===== config.mk =====
export PLATFORM = sky130hd
export DESIGN_NAME = button_pulse_gen
export DESIGN_NICKNAME = d
export VERILOG_FILES = /design/src/rtl/pwm_ctrl_pkg.sv /design/src/rtl/btn_channel.sv /design/src/rtl/button_pulse_gen.sv
export SDC_FILE = /design/constraint.sdc
export NUM_CORES = 1
export LEC_CHECK = 0
export CAP_MARGIN = 40
export CORE_UTILIZATION = 40
export DETAILED_ROUTE_END_ITERATION = 7
export GPL_TIMING_DRIVEN = 0
export PLACE_DENSITY = 0.59
export SYNTH_ARGS = -nofsm -noshare
export SYNTH_HDL_FRONTEND = slang
export SYNTH_SLANG_ARGS = --single-unit
export TNS_END_PERCENT = 30

===== constraint.sdc =====
create_clock -name clk -period 2.4 [get_ports clk]
set_input_delay 0.48 -clock clk [delete_from_list [all_inputs] [get_ports clk]]
set_output_delay 0.48 -clock clk [all_outputs]
set_load 0.02 [all_outputs]

===== src/rtl/pwm_ctrl_pkg.sv =====
// Shared definitions for the PWM duty controller front end.
//  - Button channel FSM state encoding (2-bit, legacy-compatible constants).
//  - Default timing constants, also used by the PWM generator for its step size.
//  - Request bundle passed from arbitration to the output registers.
package pwm_ctrl_pkg;

  localparam logic [1:0] IDLE       = 2'd0;
  localparam logic [1:0] PRESS_DB   = 2'd1;
  localparam logic [1:0] HELD       = 2'd2;
  localparam logic [1:0] RELEASE_DB = 2'd3;

  localparam int DEF_SYNC_STAGES     = 2;
  localparam int DEF_DEBOUNCE_CYCLES = 16;
  localparam int DEF_REPEAT_DELAY    = 256;
  localparam int DEF_REPEAT_PERIOD   = 64;
  localparam int DEF_CNT_W           = 16;

  // Duty change applied by the PWM generator per inc/dec request.
  localparam int DUTY_STEP = 1;

  typedef struct packed {
    logic inc;
    logic dec;
    logic conflict;
  } duty_req_t;

endpackage


===== src/rtl/btn_channel.sv =====
// One push-button channel: synchroniser, debounce and auto-repeat FSM.
// Ports:
//  clk, rst  - clock, asynchronous active-high reset
//  btn_raw   - raw asynchronous button level, active-high
//  want      - combinational: channel wants to emit a pulse this cycle
//              (registered by the top after arbitration)
module btn_channel
  import pwm_ctrl_pkg::*;
#(
  parameter int SYNC_STAGES     = DEF_SYNC_STAGES,
  parameter int DEBOUNCE_CYCLES = DEF_DEBOUNCE_CYCLES,
  parameter int REPEAT_DELAY    = DEF_REPEAT_DELAY,
  parameter int REPEAT_PERIOD   = DEF_REPEAT_PERIOD,
  parameter int CNT_W           = DEF_CNT_W
) (
  input  logic clk,
  input  logic rst,
  input  logic btn_raw,
  output logic want
);

  localparam logic [CNT_W-1:0] ONE     = CNT_W'(1);
  localparam logic [CNT_W-1:0] DB_LAST = CNT_W'(DEBOUNCE_CYCLES - 1);
  localparam logic [CNT_W-1:0] RD_LAST = CNT_W'(REPEAT_DELAY - 1);
  localparam logic [CNT_W-1:0] RP_LAST = CNT_W'(REPEAT_PERIOD - 1);

  logic [SYNC_STAGES-1:0] sync_q;
  logic                   synced;
  logic [1:0]             state;
  logic [CNT_W-1:0]       db_cnt;     // press/release debounce count
  logic [CNT_W-1:0]       rpt_cnt;    // repeat phase, frozen while release is debounced
  logic                   rpt_phase;  // 0: waiting initial delay, 1: periodic repeat
  logic [CNT_W-1:0]       rpt_last;

  always_ff @(posedge clk or posedge rst) begin
    if (rst) sync_q <= '0;
    else     sync_q <= {sync_q[SYNC_STAGES-2:0], btn_raw};
  end

  assign synced   = sync_q[SYNC_STAGES-1];
  assign rpt_last = rpt_phase ? RP_LAST : RD_LAST;

  always_comb begin
    want = 1'b0;
    case (state)
      PRESS_DB: want = synced && (db_cnt == DB_LAST);
      HELD:     want = synced && (rpt_cnt == rpt_last);
      default:  want = 1'b0;
    endcase
  end

  always_ff @(posedge clk or posedge rst) begin
    if (rst) begin
      state     <= IDLE;
      db_cnt    <= '0;
      rpt_cnt   <= '0;
      rpt_phase <= 1'b0;
    end else begin
      case (state)
        IDLE: begin
          if (synced) begin
            state  <= PRESS_DB;
            db_cnt <= ONE;
          end
        end
        PRESS_DB: begin
          if (!synced) begin
            state  <= IDLE;
            db_cnt <= '0;
          end else if (db_cnt == DB_LAST) begin
            state     <= HELD;
            db_cnt    <= '0;
            rpt_cnt   <= '0;
            rpt_phase <= 1'b0;
          end else begin
            db_cnt <= db_cnt + ONE;
          end
        end
        HELD: begin
          if (!synced) begin
            state  <= RELEASE_DB;
            db_cnt <= ONE;
          end else if (rpt_cnt == rpt_last) begin
            // After the initial delay the counter becomes a period counter
            // and restarts from zero, so it can never wrap.
            rpt_cnt   <= '0;
            rpt_phase <= 1'b1;
          end else begin
            rpt_cnt <= rpt_cnt + ONE;
          end
        end
        RELEASE_DB: begin
          if (synced) begin
            // Glitch: resume repeat from the saved phase, no pulse.
            state  <= HELD;
            db_cnt <= '0;
          end else if (db_cnt == DB_LAST) begin
            state  <= IDLE;
            db_cnt <= '0;
          end else begin
            db_cnt <= db_cnt + ONE;
          end
        end
        default: state <= IDLE;
      endcase
    end
  end

endmodule


===== src/rtl/button_pulse_gen.sv =====
// Conditions the increment/decrement push buttons into single-cycle
// duty change requests for the PWM generator.
// Ports:
//  clk, rst     - clock, asynchronous active-high reset
//  btn_inc_raw  - raw increment button (async, active-high)
//  btn_dec_raw  - raw decrement button (async, active-high)
//  duty_inc     - registered one-cycle increment request
//  duty_dec     - registered one-cycle decrement request
//  conflict     - registered one-cycle flag, both requests collided and were dropped
module button_pulse_gen
  import pwm_ctrl_pkg::*;
#(
  parameter int SYNC_STAGES     = DEF_SYNC_STAGES,
  parameter int DEBOUNCE_CYCLES = DEF_DEBOUNCE_CYCLES,
  parameter int REPEAT_DELAY    = DEF_REPEAT_DELAY,
  parameter int REPEAT_PERIOD   = DEF_REPEAT_PERIOD,
  parameter int CNT_W           = DEF_CNT_W
) (
  input  logic clk,
  input  logic rst,
  input  logic btn_inc_raw,
  input  logic btn_dec_raw,
  output logic duty_inc,
  output logic duty_dec,
  output logic conflict
);

  logic      inc_want, dec_want;
  duty_req_t req_d, req_q;

  btn_channel #(
    .SYNC_STAGES(SYNC_STAGES), .DEBOUNCE_CYCLES(DEBOUNCE_CYCLES),
    .REPEAT_DELAY(REPEAT_DELAY), .REPEAT_PERIOD(REPEAT_PERIOD), .CNT_W(CNT_W)
  ) u_inc (
    .clk(clk), .rst(rst), .btn_raw(btn_inc_raw), .want(inc_want)
  );

  btn_channel #(
    .SYNC_STAGES(SYNC_STAGES), .DEBOUNCE_CYCLES(DEBOUNCE_CYCLES),
    .REPEAT_DELAY(REPEAT_DELAY), .REPEAT_PERIOD(REPEAT_PERIOD), .CNT_W(CNT_W)
  ) u_dec (
    .clk(clk), .rst(rst), .btn_raw(btn_dec_raw), .want(dec_want)
  );

  // Simultaneous requests cancel; the PWM stage never sees both.
  always_comb begin
    req_d          = '0;
    req_d.inc      = inc_want & ~dec_want;
    req_d.dec      = dec_want & ~inc_want;
    req_d.conflict = inc_want &  dec_want;
  end

  always_ff @(posedge clk or posedge rst) begin
    if (rst) req_q <= '0;
    else     req_q <= req_d;
  end

  assign duty_inc = req_q.inc;
  assign duty_dec = req_q.dec;
  assign conflict = req_q.conflict;

endmodule


==> flow_summary.toml <==
[run_status]
run_status = "finished clean"

[power_and_ir_drop]
power_density_nw_per_um2 = 793
power.leakage_nw = 2.00
design_power_total_mw = 3.82
max-vdd-ir-drop_mv = 0.545

[sta]
rsz_0062_raised_after_global_routing = "false"
skew_ns = 0.0102
totalNegativeSetupSlack_ns = 0
finalSetupViolations = 0
layout_worst_path_cycle_share_pct = 92.2
timing.fmax_mhz = 452
slew_viol_final = 0
fin_crit_ns = 2.21
timing.hold.ws_ns = 0.366
worst_relative_slew_slack_pct = 64.2
max_slew.worst_pin.slew_ns = 0.536
number_of_endpoints_with_negative_hold_slack_in_the_final_report = 0

[clocking]
post_cts_hold_buffer_count = 0
clock_tree.root_cell = "sky130_fd_sc_hd__clkbuf_8"
cts_sinks = 77
cts_tree = "done"
clockBufferDepth = 2
insertion_delay_ns = 0.36
clock_tree.htree_level_count = 3
cts_made_buffers = 9
path_clk_slew_ns = 0.08

[job]
cap_viol_max_count = 0

[floorplanning]
num_rows = 37
width_of_the_die_um = 106
fp.dieH_um = 106
core_area_sq_um = 10500
dieArea_sq_um = 11300
ioPinCount = 7
start_util_pct = 41.7

[route]
drtIter0Drc = 137
ant_nets = 0
drc_errors = 0
postRouteWirelength_um = 9180
firstDrtPassIters = 4
drt-wirelength-per-cell_um = 14.6
vias = 3571
vias_per_cell = 5.68

[critical_path]
timing.critical_path.arrival_ns = 2.45
r2r.worst_path.cells = 7
critical_path.reg2reg.endpoint = "u_dec.rpt_cnt[13]$_DFFE_PP0P_"
crit_path_category = "reg -> reg"
crit_path_start_kind = "flip-flop"
setup.worst_path.start = "u_dec.rpt_cnt[0]$_DFFE_PP0P_"
worst_setup_path_endpoint = "u_dec.rpt_cnt[13]$_DFFE_PP0P_"
slowest_delay_ns = 0.43
critical_path.slowest_cell = "sky130_fd_sc_hd__dfrtp_1"
required_time_of_the_critical_path_ns = 2.64
worst_setup_ep_type = "flip-flop"
critPathMaxFanout = 10
reg2reg_from = "u_dec.rpt_cnt[0]$_DFFE_PP0P_"
reg2reg_slack_ns = 0.19
cp_cell_sequence = "ha_1 -> and4_1 -> nand2_1 -> o21ai_1 -> buf_2 -> o21ai_0 -> a22o_1"

[final_layout]
post_layout_net_count = 506
final_util_pct = 46.1
n_antenna_cell = 0
syn2layout_area_growth_pct = 10.6
final_design_area_no_fill_sq_um = 4820
share_of_final_layout_standard_cells_stronger_than_drive_strength_1_pct = 9.74

[grt]
grt_antenna_before_repair = 0
grt_first_pass_wirelength_um = 15800
grt_usage_pct = 17.6
grt_max_degree = 33
overflow = 0
first_global_vias = 3317

[place]
dpl-instance-area_sq_um = 4630
place.port_buffers = 6
dpl.hpwl_um = 6430
gp_congestion = 0.830

[logic_synthesis]
synthesis.area_per_instance_sq_um = 9.25
post_synth_instance_area_sq_um = 4360
ys.warnings.count = 0
number_of_enable_type_register_cells_in_the_synthesized_netlist = 0
synth-seq-cells = 77
postSynthCellCount = 471
synth-main-ff-cell = "sky130_fd_sc_hd__dfrtp_1"
yosysSeqAreaShare_pct = 44.2
mappedNetlistNets = 487
ys_async_sr_fraction_pct = 100
synth.lib_cells_used.distinct = 55

[worst_hold_path]
min-delay-path-class = "reg -> reg"
## repair_timing
item	4_1_cts	5_1_grt
endpoints found under the setup margin	1	18
buffers inserted	0	0
hold endpoints to repair	0	0
resized for setup	1	7
## critical path, delay by kind of cell (launching register included)
| kind | cells | cell delay, ns |
|---|---|---|
| adders and majority gates | 1 | 0.24 |
| DFF | 1 | 0.43 |
| and+or+nand+nor | 2 | 0.41 |
| buffers and inverters | 1 | 0.28 |
| AOI/OAI and AO/OA | 3 | 0.73 |
## registers in the layout (all words and copies together), names as in the netlist, named ones only
| register | flops |
|---|---|
| u_inc.rpt_phase | 1 |
| u_dec.rpt_cnt | 16 |
| duty_dec | 1 |
| u_dec.state | 1 |
| duty_inc | 1 |
| u_inc.state | 1 |
| u_dec.rpt_phase | 1 |
| u_inc.rpt_cnt | 16 |
| u_dec.sync_q | 2 |
| u_inc.db_cnt | 16 |
| u_dec.db_cnt | 16 |
| conflict | 1 |
| u_inc.sync_q | 2 |
## cells by family (layout without fill, tap and decap cells)
logic type / Yosys count / count (layout) / synth area share [%]
fa+ha+maj: 12 / 12 / 3.45
flops: 77 / 77 / 44.2
compound gates: 133 / 133 / 20.7
buf+inv: 30 / 52 / 3.24
xor+xnor: 8 / 8 / 1.61
mux: 13 / 13 / 3.24
simple gates: 198 / 198 / 23.5
## how the worst min path moves through the flow
stage                              startpoint                   endpoint  slack, ns  cells after the start
floorplan           u_dec.sync_q[0]$_DFF_PP0_  u_dec.sync_q[1]$_DFF_PP0_       0.33                      0
global placement    u_inc.sync_q[0]$_DFF_PP0_  u_inc.sync_q[1]$_DFF_PP0_       0.34                      0
detailed placement  u_inc.sync_q[0]$_DFF_PP0_  u_inc.sync_q[1]$_DFF_PP0_       0.36                      0
CTS                 u_inc.sync_q[0]$_DFF_PP0_  u_inc.sync_q[1]$_DFF_PP0_       0.38                      0
global route        u_inc.sync_q[0]$_DFF_PP0_  u_inc.sync_q[1]$_DFF_PP0_       0.38                      0
finish              u_inc.sync_q[0]$_DFF_PP0_  u_inc.sync_q[1]$_DFF_PP0_       0.37                      0
## layout make-up
cell class | count | area, sq um
fill | 1000 | 5640
clock buffer | 12 | 155
buffer | 19 | 103
tap | 136 | 170
timing repair buffer | 8 | 100
clock inverter | 2 | 10.0
inverter | 11 | 45.0
multi-input combinational | 364 | 2310
sequential | 77 | 1930
## power by group
part	switching, mW	leakage, nW	internal (mW)
logic	0.905	0.861	0.519
clock network	0.454	0.0881	0.418
registers	0.116	1.05	1.41
## cells in the mapped netlist (2+ instances only)
cell type	instances	share of area, %
sky130_fd_sc_hd__dfrtp_1	77	44
sky130_fd_sc_hd__o21ai_0	57	6.5
sky130_fd_sc_hd__nand2_1	48	4.1
sky130_fd_sc_hd__nor2_1	44	3.8
sky130_fd_sc_hd__nand3_1	23	2.6
sky130_fd_sc_hd__a22o_1	17	3.4
sky130_fd_sc_hd__nand4_1	14	2.0
sky130_fd_sc_hd__o31ai_1	14	2.4
sky130_fd_sc_hd__nor3_1	13	1.5
sky130_fd_sc_hd__clkbuf_1	12	1.0
sky130_fd_sc_hd__ha_1	12	3.4
sky130_fd_sc_hd__inv_1	11	0.95
sky130_fd_sc_hd__nor2b_1	11	1.6
sky130_fd_sc_hd__nor4_1	10	1.4
sky130_fd_sc_hd__a21oi_1	9	1.0
sky130_fd_sc_hd__and3_1	9	1.3
sky130_fd_sc_hd__mux2i_1	7	1.6
sky130_fd_sc_hd__a2bb2oi_1	6	1.2
sky130_fd_sc_hd__nand2b_1	6	0.86
sky130_fd_sc_hd__xor2_1	6	1.2
sky130_fd_sc_hd__mux2_2	5	1.3
sky130_fd_sc_hd__o31ai_2	5	1.4
sky130_fd_sc_hd__a21o_1	3	0.52
sky130_fd_sc_hd__a41o_1	3	0.69
sky130_fd_sc_hd__and2_1	3	0.43
sky130_fd_sc_hd__and4_1	3	0.60
sky130_fd_sc_hd__buf_4	3	0.52
sky130_fd_sc_hd__o41ai_1	3	0.60
sky130_fd_sc_hd__a31o_2	2	0.40
sky130_fd_sc_hd__a31oi_1	2	0.29
sky130_fd_sc_hd__a41oi_1	2	0.40
sky130_fd_sc_hd__buf_2	2	0.23
sky130_fd_sc_hd__buf_6	2	0.52
sky130_fd_sc_hd__nor4_4	2	0.98
sky130_fd_sc_hd__o2bb2ai_1	2	0.40
sky130_fd_sc_hd__or3_1	2	0.29
sky130_fd_sc_hd__or4_1	2	0.34
sky130_fd_sc_hd__xnor2_1	2	0.40
## routing by layer
metal / wire length, um / part of all wire [%] / vias to the layer above / track usage [%]
met5: 0 / 0 / - / 0
met4: 140 / 1.5 / 0 / 6.25
met3: 238 / 2.6 / 14 / 3.86
met2: 4350 / 47 / 46 / 28.6
met1: 4450 / 48 / 1720 / 22.9
li1: - / - / 1791 / -
## layout by cell type (no fill, tap or decap), types with 3 or more instances in the layout
master | netlist | routed
sky130_fd_sc_hd__clkdlybuf4s50_1 | 0 | 6
sky130_fd_sc_hd__clkbuf_8 | 0 | 11
sky130_fd_sc_hd__clkbuf_1 | 12 | 11
sky130_fd_sc_hd__nor2_1 | 44 | 44
sky130_fd_sc_hd__o31ai_1 | 14 | 14
sky130_fd_sc_hd__a21o_1 | 3 | 3
sky130_fd_sc_hd__nand4_1 | 14 | 14
sky130_fd_sc_hd__mux2i_1 | 7 | 7
sky130_fd_sc_hd__mux2_2 | 5 | 5
sky130_fd_sc_hd__nor4_1 | 10 | 9
sky130_fd_sc_hd__buf_4 | 3 | 3
sky130_fd_sc_hd__nand3_1 | 23 | 22
sky130_fd_sc_hd__a22o_1 | 17 | 17
sky130_fd_sc_hd__inv_1 | 11 | 10
sky130_fd_sc_hd__nand2_1 | 48 | 48
sky130_fd_sc_hd__xor2_1 | 6 | 6
sky130_fd_sc_hd__a21oi_1 | 9 | 9
sky130_fd_sc_hd__o41ai_1 | 3 | 3
sky130_fd_sc_hd__and4_1 | 3 | 3
sky130_fd_sc_hd__nor2b_1 | 11 | 11
sky130_fd_sc_hd__and2_1 | 3 | 3
sky130_fd_sc_hd__o21ai_0 | 57 | 57
sky130_fd_sc_hd__dfrtp_1 | 77 | 77
sky130_fd_sc_hd__o31ai_2 | 5 | 5
sky130_fd_sc_hd__a2bb2oi_1 | 6 | 6
sky130_fd_sc_hd__and3_1 | 9 | 9
sky130_fd_sc_hd__nor3_1 | 13 | 13
sky130_fd_sc_hd__ha_1 | 12 | 12
sky130_fd_sc_hd__nand2b_1 | 6 | 6
## through the flow
| step | instances | setup slack (ns) |
|---|---|---|
| final | 629 | 0.187 |
| after global routing | 629 | 0.0169 |
| after CTS | 629 | 0.0213 |
| after detailed placement | 615 | 0.000774 |
| after global placement | 613 | 0.0419 |
| after floorplan | 471 | 0.376 |
Power figures use the tool's default switching activity.
==> edit 1, RTL diff (same flow settings) <==
`DEF_CNT_W`: 16 -> 32.
--- a/src/rtl/pwm_ctrl_pkg.sv
+++ b/src/rtl/pwm_ctrl_pkg.sv
@@ -14,5 +14,5 @@
   localparam int DEF_REPEAT_DELAY    = 256;
   localparam int DEF_REPEAT_PERIOD   = 64;
-  localparam int DEF_CNT_W           = 16;
+  localparam int DEF_CNT_W           = 32;
 
   // Duty change applied by the PWM generator per inc/dec request.
Behaviour: same outputs for any inputs over 10 cycles, from zero or initial values and one cycle with rst high; that may be too few to reach the edited logic, so the function may still have changed.
==> edit 1 against the unedited design <==
- clock skew is 0.0019 ns higher
- non-clock buffer count is 51 higher
- final area is 110% higher
- area after synthesis is 95% higher
- worst setup slack worse by 0.13 ns
- power is 110% higher
- sequential cell count is 64 higher
- routed wire length is 150% higher
- largest cell class unchanged
==> edit 1: results (changes against the unedited design) <==
| Metric | Value |
|---|---|
| Reg2Reg Capture Point | u_dec.rpt_cnt[23] |
| Reg2reg setup slack | 0.06 ns (-0.13 ns) |
| Synth Net Count | 997 (+100%) |
| Num CTS Buffers | 17 (+8) |
| Wire length per cell | 17.6 um (+20%) |
| Sequential-to-total area share from yosys stat | 41.5% (-2.7 points) |
| Status | complete, no violations |
| Min-delay src | u_dec.sync_q[0] |
| Relative slew margins | 51.3% (-13 points) |
| Total track usage | 21.9% (+4.4 points) |
| Drt initial violations | 548 (+300%) |
| Placement-stage cell area | 9000 um2 (+94%) |
| Synth top area cells | dfrtp_1 42%, nor4_1 4.5%, nand3_1 4.4% |
| Via-to-Cell Ratio | 6.10 (+7.5%) |
| Clock skew | 0.0121 ns (+0.00187 ns) |
| Crit path arrival time | 2.65 ns (+0.20 ns) |
| GP Congestion | 0.845 (+1.8%) |
| Hold Crit Endpoint | u_dec.sync_q[1] |
| Leakage | 3.94 nW (+97%) |
| Vias in the first global route | 7543 (+130%) |
| Synth cell types | 68 (+24%) |
| Worst-Skew Late Latency | 0.43 ns (+0.07 ns) |
| Root Driver | clkbuf_16 |
| Reg clk slew, reported paths | 0.06 ns (-0.02 ns) |
| Critical Path Fanout Max | 8 (-2) |
| First-pass GRT wire length | 38600 um (+140%) |
| H-tree levels | 4 (+1) |
| Drt pass-1 iters | 5 (+1) |
-- edit 1: changes by cell type after synthesis, moves of 24 or more --
cell	unedited run	this run
clkbuf_1	12	41
dfrtp_1	77	141
inv_1	11	44
nand2_1	48	80
nand3_1	23	75
nand4_1	14	43
nor2_1	44	75
nor3_1	13	37
nor4_1	10	61
-- edit 1: worst max path at each step --
stage          slack, ns  cells after the start                end
2_1_floorplan       0.05                      9   u_dec.db_cnt[18]
3_3_place_gp       -1.29                      2  u_dec.rpt_cnt[27]
3_5_place_dp       -0.65                      9   u_dec.rpt_cnt[7]
4_1_cts            -0.04                      7  u_dec.rpt_cnt[20]
5_1_grt            -0.03                      7  u_dec.rpt_cnt[23]
6_report            0.06                      7  u_dec.rpt_cnt[23]
-- edit 1: critical path, stage by stage, from the launching register on --
cell     delay, ns
dfrtp_1       0.45
nor4_1        0.43
nand4_1       0.31
o31ai_4       0.35
buf_4         0.18
nor2_4        0.03
buf_4         0.18
a221o_1       0.29
-- edit 1: area by class of cell --
class	instances	area [um2]
Multi-Input combinational cell	742	4890
Clock inverter	11	163
Sequential cell	141	3530
Timing Repair Buffer	28	280
Clock buffer	21	480
Tap cell	270	338
Inverter	44	169
Buffer	50	265
Fill cell	1988	10400
-- edit 1: timing repair --
action	in CTS	in global routing
setup buffers	5	11
pin swaps	3	9
setup endpoints to repair	120	99
gates resized for setup	56	57
-- edit 1: cell families (layout without fill, tap and decap cells) --
logic type	count (synthesis)	after routing	share of synthesized area, %
flops	141	141	41.5
xor+xnor	19	19	1.96
compound gates	233	233	19.3
mux	15	15	1.82
simple gates	463	463	29.2
fa+ha+maj	12	12	1.77
buf+inv	98	154	4.46
-- edit 1: per-stage QoR --
step	instances	setup slack [ns]	hold WS [ns]	power, mW
2_1_floorplan	981	0.0515	0.331	4.07
3_3_place_gp	1257	-1.29	0.337	4.69
3_5_place_dp	1263	-0.647	0.337	4.73
4_1_cts	1299	-0.0446	0.351	7.78
5_1_grt	1307	-0.0309	0.362	8.29
6_report	1307	0.0578	0.349	7.86
-- edit 1: report_power, final --
part	internal (mW)	total [mW]	switching, mW
logic	0.789	2.39	1.60
clock network	1.84	2.89	1.05
registers	2.48	2.58	0.108
total	5.11	7.86	2.75
-- edit 1: metal layers --
layer	wire (um)	part of all wire, %	global-route usage (%)
met5	0	0	0
met1	11000	48	30.6
met3	891	3.9	3.61
met2	10800	47	35.1
met4	251	1.1	6.29
==> edit 2, RTL diff (config.mk and constraints unchanged) <==
Without the edit above. Add an input register stage for `btn_inc_raw`, cleared by the reset; this delays it by one clock. The other inputs are not delayed to match.
--- a/src/rtl/button_pulse_gen.sv
+++ b/src/rtl/button_pulse_gen.sv
@@ -26,4 +26,14 @@
 );
 
+  logic btn_inc_raw_q;
+
+  always_ff @(posedge clk or posedge rst) begin
+    if (rst) begin
+      btn_inc_raw_q <= '0;
+    end else begin
+      btn_inc_raw_q <= btn_inc_raw;
+    end
+  end
+
   logic      inc_want, dec_want;
   duty_req_t req_d, req_q;
@@ -33,5 +43,5 @@
     .REPEAT_DELAY(REPEAT_DELAY), .REPEAT_PERIOD(REPEAT_PERIOD), .CNT_W(CNT_W)
   ) u_inc (
-    .clk(clk), .rst(rst), .btn_raw(btn_inc_raw), .want(inc_want)
+    .clk(clk), .rst(rst), .btn_raw(btn_inc_raw_q), .want(inc_want)
   );
 
Behaviour: no difference found for any inputs over 10 cycles, from zero or initial values and one cycle with rst high; that may be too few to reach the edited logic, so the function may still have changed.
==> edit 2 against the unedited design <==
- routed wire length up 3.6%
- critical path type unchanged
- final area up 2.9%
- worst hold slack worse by 0.012 ns
- area after synthesis up 0.11%
- critical endpoint is now u_dec.db_cnt[10]
- clock power up 16%
- power up 8.6%
- worst setup slack worse by 0.11 ns
- sequential cell count up 1
==> edit 2: results (changes against the unedited design) <==
| Metric | Value |
|---|---|
| Fill cell count | 1012 (+1.2%) |
| Worst stage delay on the critical path | 0.46 ns (+0.03 ns) |
| Critical path's slowest cell | or3_1 |
| Sequential-to-total area share from yosys stat | 44.7% (+0.52 points) |
| Final WL | 9510 um (+3.6%) |
| Initial antenna violation count | 0 (unchanged) |
| First-pass GRT wire length | 16800 um (+6.6%) |
| Hold Path Class | flop to flop |
| Post-DP HPWL | 6440 um (+0.25%) |
| Critical Path Fanout Max | 9 (-1) |
| Reg clk slew, reported paths | 0.08 ns (about the same) |
| Leakage | 2.05 nW (+2.4%) |
| Synth cell types | 54 (-1.8%) |
| Status | complete, no violations |
| Placement-stage cell area | 4640 um2 (+0.11%) |
| Clock skew | 0.0123 ns (+0.00206 ns) |
| Root Driver | clkbuf_8 |
| Crit path arrival time | 2.61 ns (+0.16 ns) |
| Synth warn | 0 (unchanged) |
| Asr flop ratio synth | 100% (unchanged) |
| Drt pass-1 iters | 4 (unchanged) |
| PortBufs | 6 (unchanged) |
| Diode count | 0 (unchanged) |
| Top delay family on crit path | simple AND/OR/NAND/NOR gates |
| Least-Margin Pin Slew | 0.543 ns (+0.00713 ns) |
| H-tree levels | 3 (unchanged) |
| VDD IR-drop max | 0.000476 V (-13%) |
| Largest net degree at the start of global routing | 30 (-9.1%) |
| Total track usage | 18.6% (+1.0 points) |
| GP Congestion | 0.780 (-6.0%) |
| Num CTS Buffers | 9 (unchanged) |
| Share of cells above drive strength 1 | 12.6% (+2.9 points) |
| Via count | 3636 (+1.8%) |
| Synth top cells by count | 78 x dfrtp_1, 55 x o21ai_0, 51 x nand2_1 |
| Nets | 518 (+2.4%) |
| Worst-Skew Late Latency | 0.36 ns (about the same) |
| Synth Net Count | 489 (+0.41%) |
| Drt initial violations | 167 (+22%) |
| Vias in the first global route | 3506 (+5.7%) |
| Most used DFF post-synth | dfrtp_1 |
| Synth top area cells | dfrtp_1 45%, o21ai_0 6.3%, nand2_1 4.4% |
-- edit 2: changes by cell type in the layout (fill, tap and decap cells not counted), moves of 4 or more --
cell / change
nor2_1: -8
buf_4: +6
and3_1: +4
o31ai_2: -5
o21a_1: +4
inv_1: +4
or2_2: +4
-- edit 2: logic make-up (layout without fill, tap and decap cells) --
family	count (synthesis)	after routing	synth area share [%]
muxes	10	10	2.47
DFF	78	78	44.7
AOI/OAI and AO/OA	130	130	20.6
buffers and inverters	32	65	2.87
adders and majority gates	12	12	3.44
xor gates and xnor gates	7	7	1.41
and+or+nand+nor	204	205	24.5
-- edit 2: worst paths after layout --
kind / endpoint / slack [ns] / start / depth (start not counted)
worst max-delay path: u_dec.db_cnt[10] / 0.08 / u_dec.state[0] / 7
worst min-delay path: u_inc.sync_q[0] / 0.35 / btn_inc_raw_q / 0
worst max register to register: u_dec.db_cnt[10] / 0.08 / u_dec.state[0] / 7
worst min register to register: u_inc.sync_q[0] / 0.35 / btn_inc_raw_q / 0
max in group asynchronous: u_dec.rpt_cnt[15] / 1.14 / rst / 4
min in group asynchronous: u_inc.rpt_cnt[12] / 0.51 / rst / 2
-- edit 2: power by group --
part | total [mW] | switching, mW | internal (mW)
Combinational | 1.60 | 0.957 | 0.639
Sequential | 1.54 | 0.119 | 1.42
Clock | 1.01 | 0.482 | 0.533
Total | 4.15 | 1.56 | 2.59
-- edit 2: final cells by class --
cell class                      instances  area, um2  share of cell area [%]
Inverter                               15       60.1                    1.21
Clock buffer                           12        155                    3.13
Timing Repair Buffer                   17        171                    3.46
Tap cell                              136        170                    3.43
Buffer                                 17       78.8                    1.59
Multi-Input combinational cell        364       2330                    46.9
Sequential cell                        78       1950                    39.4
Clock inverter                          4       45.0                   0.908
-- edit 2: per-stage QoR --
stage	std cells	power, mW	setup slack (ns)
2_1_floorplan	473	2.63	0.248
3_5_place_dp	617	3.00	-0.00272
3_3_place_gp	615	2.95	0.0394
6_report	643	4.15	0.0753
4_1_cts	633	4.04	0.0357
5_1_grt	643	4.48	-0.0768
-- edit 2: layer usage --
metal / vias to the layer above / track usage [%] / share of wire, %
met1: 1769 / 25.2 / 51
met4: 0 / 6.75 / 1.3
met2: 51 / 28.8 / 45
met5: - / 0 / 0
li1: 1806 / - / -
met3: 10 / 4.60 / 2.7
-- edit 2: repair_timing --
item	CTS	global route
hold buffers	0	0
setup buffers	0	8
gates cloned	0	2
pin swaps	0	6
endpoints found under the setup margin	2	61
resized for setup	1	20
